--- src/rtl/div_pkg.sv ---
// Shared definitions for the iterative divider: FSM encodings, widths and
// the divide-by-zero quotient constant.
package div_pkg;

  localparam int REG_W        = 32;
  localparam int DOUBLE_REG_W = 2 * REG_W;
  localparam int DIV_CNT_W    = 6;

  typedef enum logic [1:0] {
    DIV_FREE    = 2'd0,
    DIV_BY_ZERO = 2'd1,
    DIV_ON      = 2'd2,
    DIV_END     = 2'd3
  } div_state_t;

  localparam logic [REG_W-1:0] DIV_ZERO_QUOT = 32'hFFFF_FFFF;

endpackage

--- src/rtl/div.sv ---
// Multi-cycle restoring divider for div.w/div.wu/mod.w/mod.wu: one quotient bit per
// cycle on magnitudes, sign fix-up on the final edge, result as {remainder, quotient}.
module div
  import div_pkg::*;
(
  input  logic                    clk,
  input  logic                    rst,
  input  logic [REG_W-1:0]        div_data1_i,
  input  logic [REG_W-1:0]        div_data2_i,
  input  logic                    div_singed_i,
  input  logic                    div_start_i,
  output logic [DOUBLE_REG_W-1:0] div_result_o,
  output logic                    div_done_o
);

  localparam int                   DATA_W   = REG_W;
  localparam logic [DIV_CNT_W-1:0] CNT_LAST = DIV_CNT_W'(DATA_W);

  div_state_t state, state_nxt;

  logic [DIV_CNT_W-1:0] cnt;
  logic [2*DATA_W:0]    rem;
  logic [DATA_W-1:0]    divisor;
  logic [DATA_W-1:0]    dividend_raw;
  logic                 sign_a, sign_b, signed_mode;

  logic signed [DATA_W-1:0] a_s, b_s;
  logic                     neg_a, neg_b;

  logic [2*DATA_W:0] rem_sh, rem_step;
  logic [DATA_W:0]   rem_diff;
  logic              step_ok;
  logic [DATA_W-1:0] quot_fix, rem_fix;

  function automatic logic [DATA_W-1:0] neg_if(input logic [DATA_W-1:0] v, input logic en);
    return en ? (~v + 1'b1) : v;
  endfunction

  assign a_s   = div_data1_i;
  assign b_s   = div_data2_i;
  assign neg_a = div_singed_i && (a_s < 0);
  assign neg_b = div_singed_i && (b_s < 0);

  // One restoring step: shift, trial-subtract the divisor from the upper 33 bits.
  assign rem_sh   = rem << 1;
  assign step_ok  = rem_sh[2*DATA_W:DATA_W] >= {1'b0, divisor};
  assign rem_diff = rem_sh[2*DATA_W:DATA_W] - {1'b0, divisor};
  assign rem_step = step_ok ? {rem_diff, rem_sh[DATA_W-1:1], 1'b1} : rem_sh;

  // Magnitude results back to signed form; -2^31 / -1 wraps naturally.
  assign quot_fix = neg_if(rem[DATA_W-1:0], signed_mode & (sign_a ^ sign_b));
  assign rem_fix  = neg_if(rem[2*DATA_W-1:DATA_W], signed_mode & sign_a);

  always_comb begin
    state_nxt = state;
    unique case (state)
      DIV_FREE: begin
        if (div_start_i) state_nxt = (div_data2_i == '0) ? DIV_BY_ZERO : DIV_ON;
      end
      DIV_BY_ZERO: state_nxt = div_start_i ? DIV_END : DIV_FREE;
      DIV_ON: begin
        if (!div_start_i)          state_nxt = DIV_FREE;
        else if (cnt == CNT_LAST)  state_nxt = DIV_END;
      end
      DIV_END:  state_nxt = DIV_FREE;
      default:  state_nxt = DIV_FREE;
    endcase
  end

  always_ff @(posedge clk or posedge rst) begin
    if (rst) begin
      state        <= DIV_FREE;
      cnt          <= '0;
      rem          <= '0;
      divisor      <= '0;
      dividend_raw <= '0;
      sign_a       <= 1'b0;
      sign_b       <= 1'b0;
      signed_mode  <= 1'b0;
      div_result_o <= '0;
      div_done_o   <= 1'b0;
    end else begin
      state      <= state_nxt;
      div_done_o <= (state_nxt == DIV_END);
      unique case (state)
        DIV_FREE: begin
          if (div_start_i) begin
            signed_mode  <= div_singed_i;
            sign_a       <= neg_a;
            sign_b       <= neg_b;
            dividend_raw <= div_data1_i;
            divisor      <= neg_if(div_data2_i, neg_b);
            rem          <= {{(DATA_W+1){1'b0}}, neg_if(div_data1_i, neg_a)};
            cnt          <= '0;
          end
        end
        DIV_BY_ZERO: begin
          if (div_start_i) div_result_o <= {dividend_raw, DIV_ZERO_QUOT};
        end
        DIV_ON: begin
          if (div_start_i) begin
            if (cnt == CNT_LAST) begin
              div_result_o <= {rem_fix, quot_fix};
            end else begin
              rem <= rem_step;
              cnt <= cnt + 1'b1;
            end
          end
        end
        default: ;
      endcase
    end
  end

endmodule

--- config.mk ---
export PLATFORM = sky130hd
export DESIGN_NAME = div
export DESIGN_NICKNAME = d
export VERILOG_FILES = /design/src/rtl/div_pkg.sv /design/src/rtl/div.sv
export SDC_FILE = /design/constraint.sdc
export NUM_CORES = 1
export LEC_CHECK = 0
export ABC_AREA = 1
export CORE_UTILIZATION = 40
export CTS_BUF_LIST = sky130_fd_sc_hd__clkbuf_2 sky130_fd_sc_hd__clkbuf_4 sky130_fd_sc_hd__clkbuf_8
export DETAILED_ROUTE_END_ITERATION = 6
export DONT_BUFFER_PORTS = 1
export GPL_TIMING_DRIVEN = 1
export PLACE_DENSITY_LB_ADDON = 0.1
export SYNTH_ARGS = -nofsm -noshare
export SYNTH_HDL_FRONTEND = slang
export SYNTH_SLANG_ARGS = --single-unit
--- constraint.sdc ---
create_clock -name clk -period 19.4 [get_ports clk]
set_clock_uncertainty 0.05 [all_clocks]
set_input_delay 4.85 -clock clk [delete_from_list [all_inputs] [get_ports clk]]
set_output_delay 4.85 -clock clk [all_outputs]
set_load 0.01 [all_outputs]
# [After elaboration in Yosys (flattened, before gate mapping)]
# Index checks and enable logic that the tools add are counted.
[op_classes] add_sub_neg=6 multipliers=0 div=0 n_lt_le_gt_ge=3 n_eq_ne=10 shift=0 mux=23 bitwise_logic=7 reduce_logical=9
[ops] operator="64-bit two-way mux" n=7
[ops] operator="64-bit case mux with 2 select lines" n=2
[ops] operator="32-bit by 1-bit adder with 32-bit output, second input constant" n=4
[ops] operator="32-bit two-way mux" n=4
[ops] operator="32-bit inverter" n=4
[ops] operator="32-bit by 1-bit < comparator with 1-bit output, second input constant" n=2
[ops] operator="33-bit by 32-bit greater-or-equal comparator with 1-bit output" n=1
[ops] operator="32-bit logical NOT" n=1
[ops] operator="32-bit subtractor" n=1
[ops] operator="6-bit two-way mux" n=3
[ops] operator="6-bit case mux with 2 select lines" n=1
[ops] operator="2-bit two-way mux" n=5
[ops] operator="2-bit inequality test, second input constant" n=5
[ops] operator="2-bit case mux with 4 select lines" n=1
[ops] operator="4-bit AND reduction" n=2
[ops] operator="6-bit by 1-bit adder with 6-bit output, second input constant" n=1
[ops] operator="2-bit == test, second input constant" n=3
[ops] operator="6-bit == test, second input constant" n=1
[ops] operator="2-bit nonzero test" n=2
[ops] operator="1-bit bitwise AND" n=2
[ops] operator="2-bit by 1-bit == test with 1-bit output, second input constant" n=1
[ops] operator="1-bit logical AND" n=2
[ops] operator="2-bit logical NOT" n=1
[ops] operator="2-bit AND reduction" n=1
[ops] operator="1-bit bitwise XOR" n=1
[word_totals] reg_bits=204 latchBits=0 ram_bits=0 romBits=0 inputBits=68 out_inout_bits=65 word_cells=68 memories=0

# [Logic depth before layout (Yosys ltp)]
[logic_depth] word_depth=6 mapped_depth=17 ltp_nobuf=16

# [Worst setup path before layout]
# OpenSTA, ideal clock, no wires.
[synth_timing] path_kind="input to register" startpoint="input div_data1_i[1]" endpoint="register rem[20]" setup_ps=123 arrival_ps=6074 t_required_ps=19227 setup_slack_ps=13153 path_stages=11 path_buffers=0 cell_sequence="inv_1 > ha_1 > nand4_1 > nor2_1 > nand2_1 > nor2_1 > nand2_1 > nand3_1 > nand2_1 > o21ai_0 > nand2_1"
[synth_via] elab_chain_cells=5 word_cells_on_any_way=7 cone_classes="add/sub (1); order compare (1); mux (3); bitwise (1); reduce/logical (1)"
[synth_rtl] element="start: declaration" line="div.sv:8" source="input logic [REG_W-1:0] div_data1_i,"
[synth_rtl] element="32-bit inverter or 32-bit by 1-bit < comparator with 1-bit output (tied branches)" line="div.sv:36, div.sv:41"
[synth_rtl] element="32-bit by 1-bit adder with 32-bit output or 1-bit logical AND (tied branches)" line="div.sv:36, div.sv:41"
[synth_rtl] element="32-bit two-way mux *" line="div.sv:36" source="return en ? (~v + 1'b1) : v;"
[synth_rtl] element="64-bit two-way mux *" line="div.sv:87" source="if (div_start_i) begin"
[synth_rtl] element="64-bit case mux with 2 select lines *" line="div.sv:85" source="unique case (state)"
[synth_rtl] element="end signal: assignment" line="div.sv:93" source="rem <= {{(DATA_W+1){1'b0}}, neg_if(div_data1_i, neg_a)};"
[synth_rtl] element="end signal: assignment" line="div.sv:105" source="rem <= rem_step;"
[synth_rtl] element="end: declaration" line="div.sv:22" source="logic [2*DATA_W:0] rem;"
# Mark *: on every way between the ends. The rest lies on a longest branch, timed or not. The select of a mux whose other input is x is not followed.
# A chain may end at the register's enable or synchronous reset.

# [Worst setup path after layout]
[layout_timing] startpoint="input div_start_i" endpoint="register divisor[25]"
[layout_via] elab_chain_cells=1
[layout_rtl] element="start: declaration" line="div.sv:11" source="input logic div_start_i,"
[layout_rtl] element="2-bit AND reduction (no line)"
[layout_rtl] element="end signal: assignment" line="div.sv:92" source="divisor <= neg_if(div_data2_i, neg_b);"
[layout_rtl] element="end: declaration" line="div.sv:23" source="logic [DATA_W-1:0] divisor;"
# No other way between the ends.

==> results.ini <==
[floorplanning]
rows=70
die_x_um=195.1
core_area_sq_mm=0.03661
fp.dieH_um=195.1
initial_core_util_pct=40.72
io_pins=133
dieArea_sq_mm=0.03805

[route]
via_per_inst=5.241
dr.pass1.iters=7
wl_um=49520
wl_per_cell_um=17.88
drc=0
num_vias=14520
drt_iter0_markers=1110
final_antenna_net_count=0

[clock_tree]
ctsResizeCount=0
cts.clk_slew.worst_paths_ns=0.05
cts-buffers-inserted=39
cts.sinks=204
holdBufCountCts=0
cts_setup_buffers=0
clock_latency_ns=0.59
cts.htree.levels=2
clockRootBuffer=clkbuf_8
cts_tree=built
cts.path.max_buffers=3

[worst_setup_path]
worst-endpoint-arrival_ns=6.86
critPathMaxStageDelay_ns=0.88
slowest_stage=clkinv_1
start_kind=input pin
cp-end-kind=register
crit_chain=nand2_4 > clkinv_1 > nand3_1 > o21ai_0
crit_type=in2reg
critical_path.max_fanout=114
worstPathRequired_ns=19.79

[yosys]
syn_avg_cell_area_sq_um=6.474
yosys_most_used_dff=dfrtp_1
yosys_warnings=0
synth_top_area_share_pct=34.24
syn_nets=2410
synth_edf_count=0
syn_area_sq_mm=0.01491
ys_seq_area_share_pct=34.24
synth-seq-cells=204
synth_area_leaders=dfrtp_1 34%, nand2_1 17%, inv_1 7.9%
synth.distinct_cells=45
synth_top_area_cell=dfrtp_1
ys_async_sr_fraction_pct=100.0
syn_inst=2303

[pwr]
finalPower_mw=2.972
p_per_area_mw_per_mm2=184.0
p_leak_nw=8.217
peakVddDrop_mv=0.1108

[timing]
setup_violations=0
slew_headroom_pct=31.89
whs_ns=0.4306
hold_viol_final=0
tightestPinTransition_ns=1.020
post-route-period-util_pct=33.36
finalMaxSlewViolations=0
fmax_mhz=154.5
fin_ws_ns=12.93
fin_crit_ns=6.471
setup_tns_ns=0
rsz0062_at_grt=false

[layout]
utilization_pct=44.10
fillers=4073
final-instance-count-excl-fill=2770
diodes=0
nNetsFinal=2382
final_cell_area_sq_mm=0.01615
area_delta_synth_final_pct=8.300
drive_gt1_share_pct=6.038

[placement]
dp_hpwl_um=37440
post-place-ws_ns=12.29
place_area_sq_mm=0.01525
io_buffers=0
dp_cells=2702
place_congestion=0.9383

[global_routing]
grt.overflow.total=0
track_usage_pct=26.35
grt_pass1_wl_um=78080
grt_antenna_before_repair=0
grt_pass1_vias=13980
grt_max_degree=115

[worst_hold_path]
hold_path_class=reg2reg

[flow_run]
cap_viol_max_count=0

[run_status]
status=finished, final reports clean

-- layout make-up --
cell class              count  area, sq um  share of cell area (%)
flip-flops and latches    204         5105                   31.62
repair buffers             11        82.58                  0.5114
clock inverters             7        85.08                  0.5269
well taps                 468        585.6                   3.627
clock buffers              61        814.5                   5.045
multi-input cells        1690         8230                   50.97
inverters                 329         1244                   7.702
-- metal layers --
| layer | share of wire (%) | wire length (um) | global-route usage [%] |
|---|---|---|---|
| met4 | 1.8 | 886 | 6.358 |
| met2 | 42 | 20630 | 39.21 |
| met3 | 6.8 | 3389 | 6.408 |
| met5 | 0 | 0 | 0 |
| met1 | 50 | 24610 | 38.09 |
-- logic make-up (layout without fill, tap and decap cells) --
kind of cell	after synthesis	in the layout	share of synthesized area (%)
buf+inv	409	408	10.81
simple gates	1260	1260	35.91
compound gates	334	334	12.37
xor+xnor	57	57	3.348
flops	204	204	34.24
fa+ha+maj	39	39	3.323
-- state kept, by name (all words and copies together), names as in the netlist --
| register | count |
|---|---|
| div_result_o | 64 |
| sign_a | 1 |
| rem | 64 |
| div_done_o | 1 |
| sign_b | 1 |
| cnt | 6 |
| divisor | 32 |
| state | 2 |
| signed_mode | 1 |
| dividend_raw | 32 |
-- layout by cell type, fill, tap and decap left out, types with 9 or more instances in the layout --
| cell | synthesis | routed |
|---|---|---|
| o31ai_1 | 11 | 11 |
| nand3_1 | 208 | 207 |
| o21ai_0 | 154 | 154 |
| ha_1 | 38 | 38 |
| nand2_1 | 688 | 686 |
| inv_1 | 315 | 313 |
| nor2_2 | 10 | 12 |
| dfrtp_1 | 204 | 204 |
| a31oi_1 | 10 | 10 |
| clkbuf_8 | 0 | 57 |
| xnor2_1 | 14 | 14 |
| nor2_1 | 245 | 243 |
| a21oi_1 | 81 | 81 |
| nand4_1 | 35 | 35 |
| nand2_2 | 9 | 10 |
| o221ai_1 | 9 | 9 |
| xor2_1 | 43 | 43 |
| buf_4 | 2 | 11 |
| o211ai_1 | 22 | 22 |
| nor3_1 | 31 | 31 |
| o21ai_1 | 29 | 28 |
| nand3_2 | 10 | 11 |
-- synth_stat cells (22+ instances only) --
| master | count |
|---|---|
| dfrtp_1 | 204 |
| inv_1 | 315 |
| xor2_1 | 43 |
| o211ai_1 | 22 |
| nor3_1 | 31 |
| o21ai_0 | 154 |
| nand2_1 | 688 |
| ha_1 | 38 |
| a21oi_1 | 81 |
| buf_2 | 34 |
| nand3_1 | 208 |
| clkbuf_1 | 37 |
| nor2_1 | 245 |
| o21ai_1 | 29 |
| nand4_1 | 35 |
-- path summary, 6_finish.rpt --
check | depth (start not counted) | start | to | slack (ns)
worst max-delay path | 4 | div_start_i | divisor[25]$_DFFE_PP0P_ | 12.93
worst min-delay path | 2 | divisor[21]$_DFFE_PP0P_ | divisor[21]$_DFFE_PP0P_ | 0.43
worst max register to register | 12 | state[0]$_DFF_PP0_ | rem[57]$_DFFE_PP0P_ | 15.76
worst min register to register | 2 | divisor[21]$_DFFE_PP0P_ | divisor[21]$_DFFE_PP0P_ | 0.43
max in group asynchronous | 3 | rst | div_result_o[22]$_DFFE_PP0P_ | 13.25
min in group asynchronous | 1 | rst | rem[35]$_DFFE_PP0P_ | 4.14
-- power breakdown --
group          switching, mW  internal [mW]  total, mW
registers              0.205          0.619      0.823
clock network          0.201          0.293      0.493
logic                   1.14          0.511       1.66
-- critical path: cells and delay by family --
family	cells	cell delay, ns
buffers and inverters	1	0.88
and+or+nand+nor	2	1.00
AOI/OAI and AO/OA	1	0.12
(Power assumes the default switching activity.)
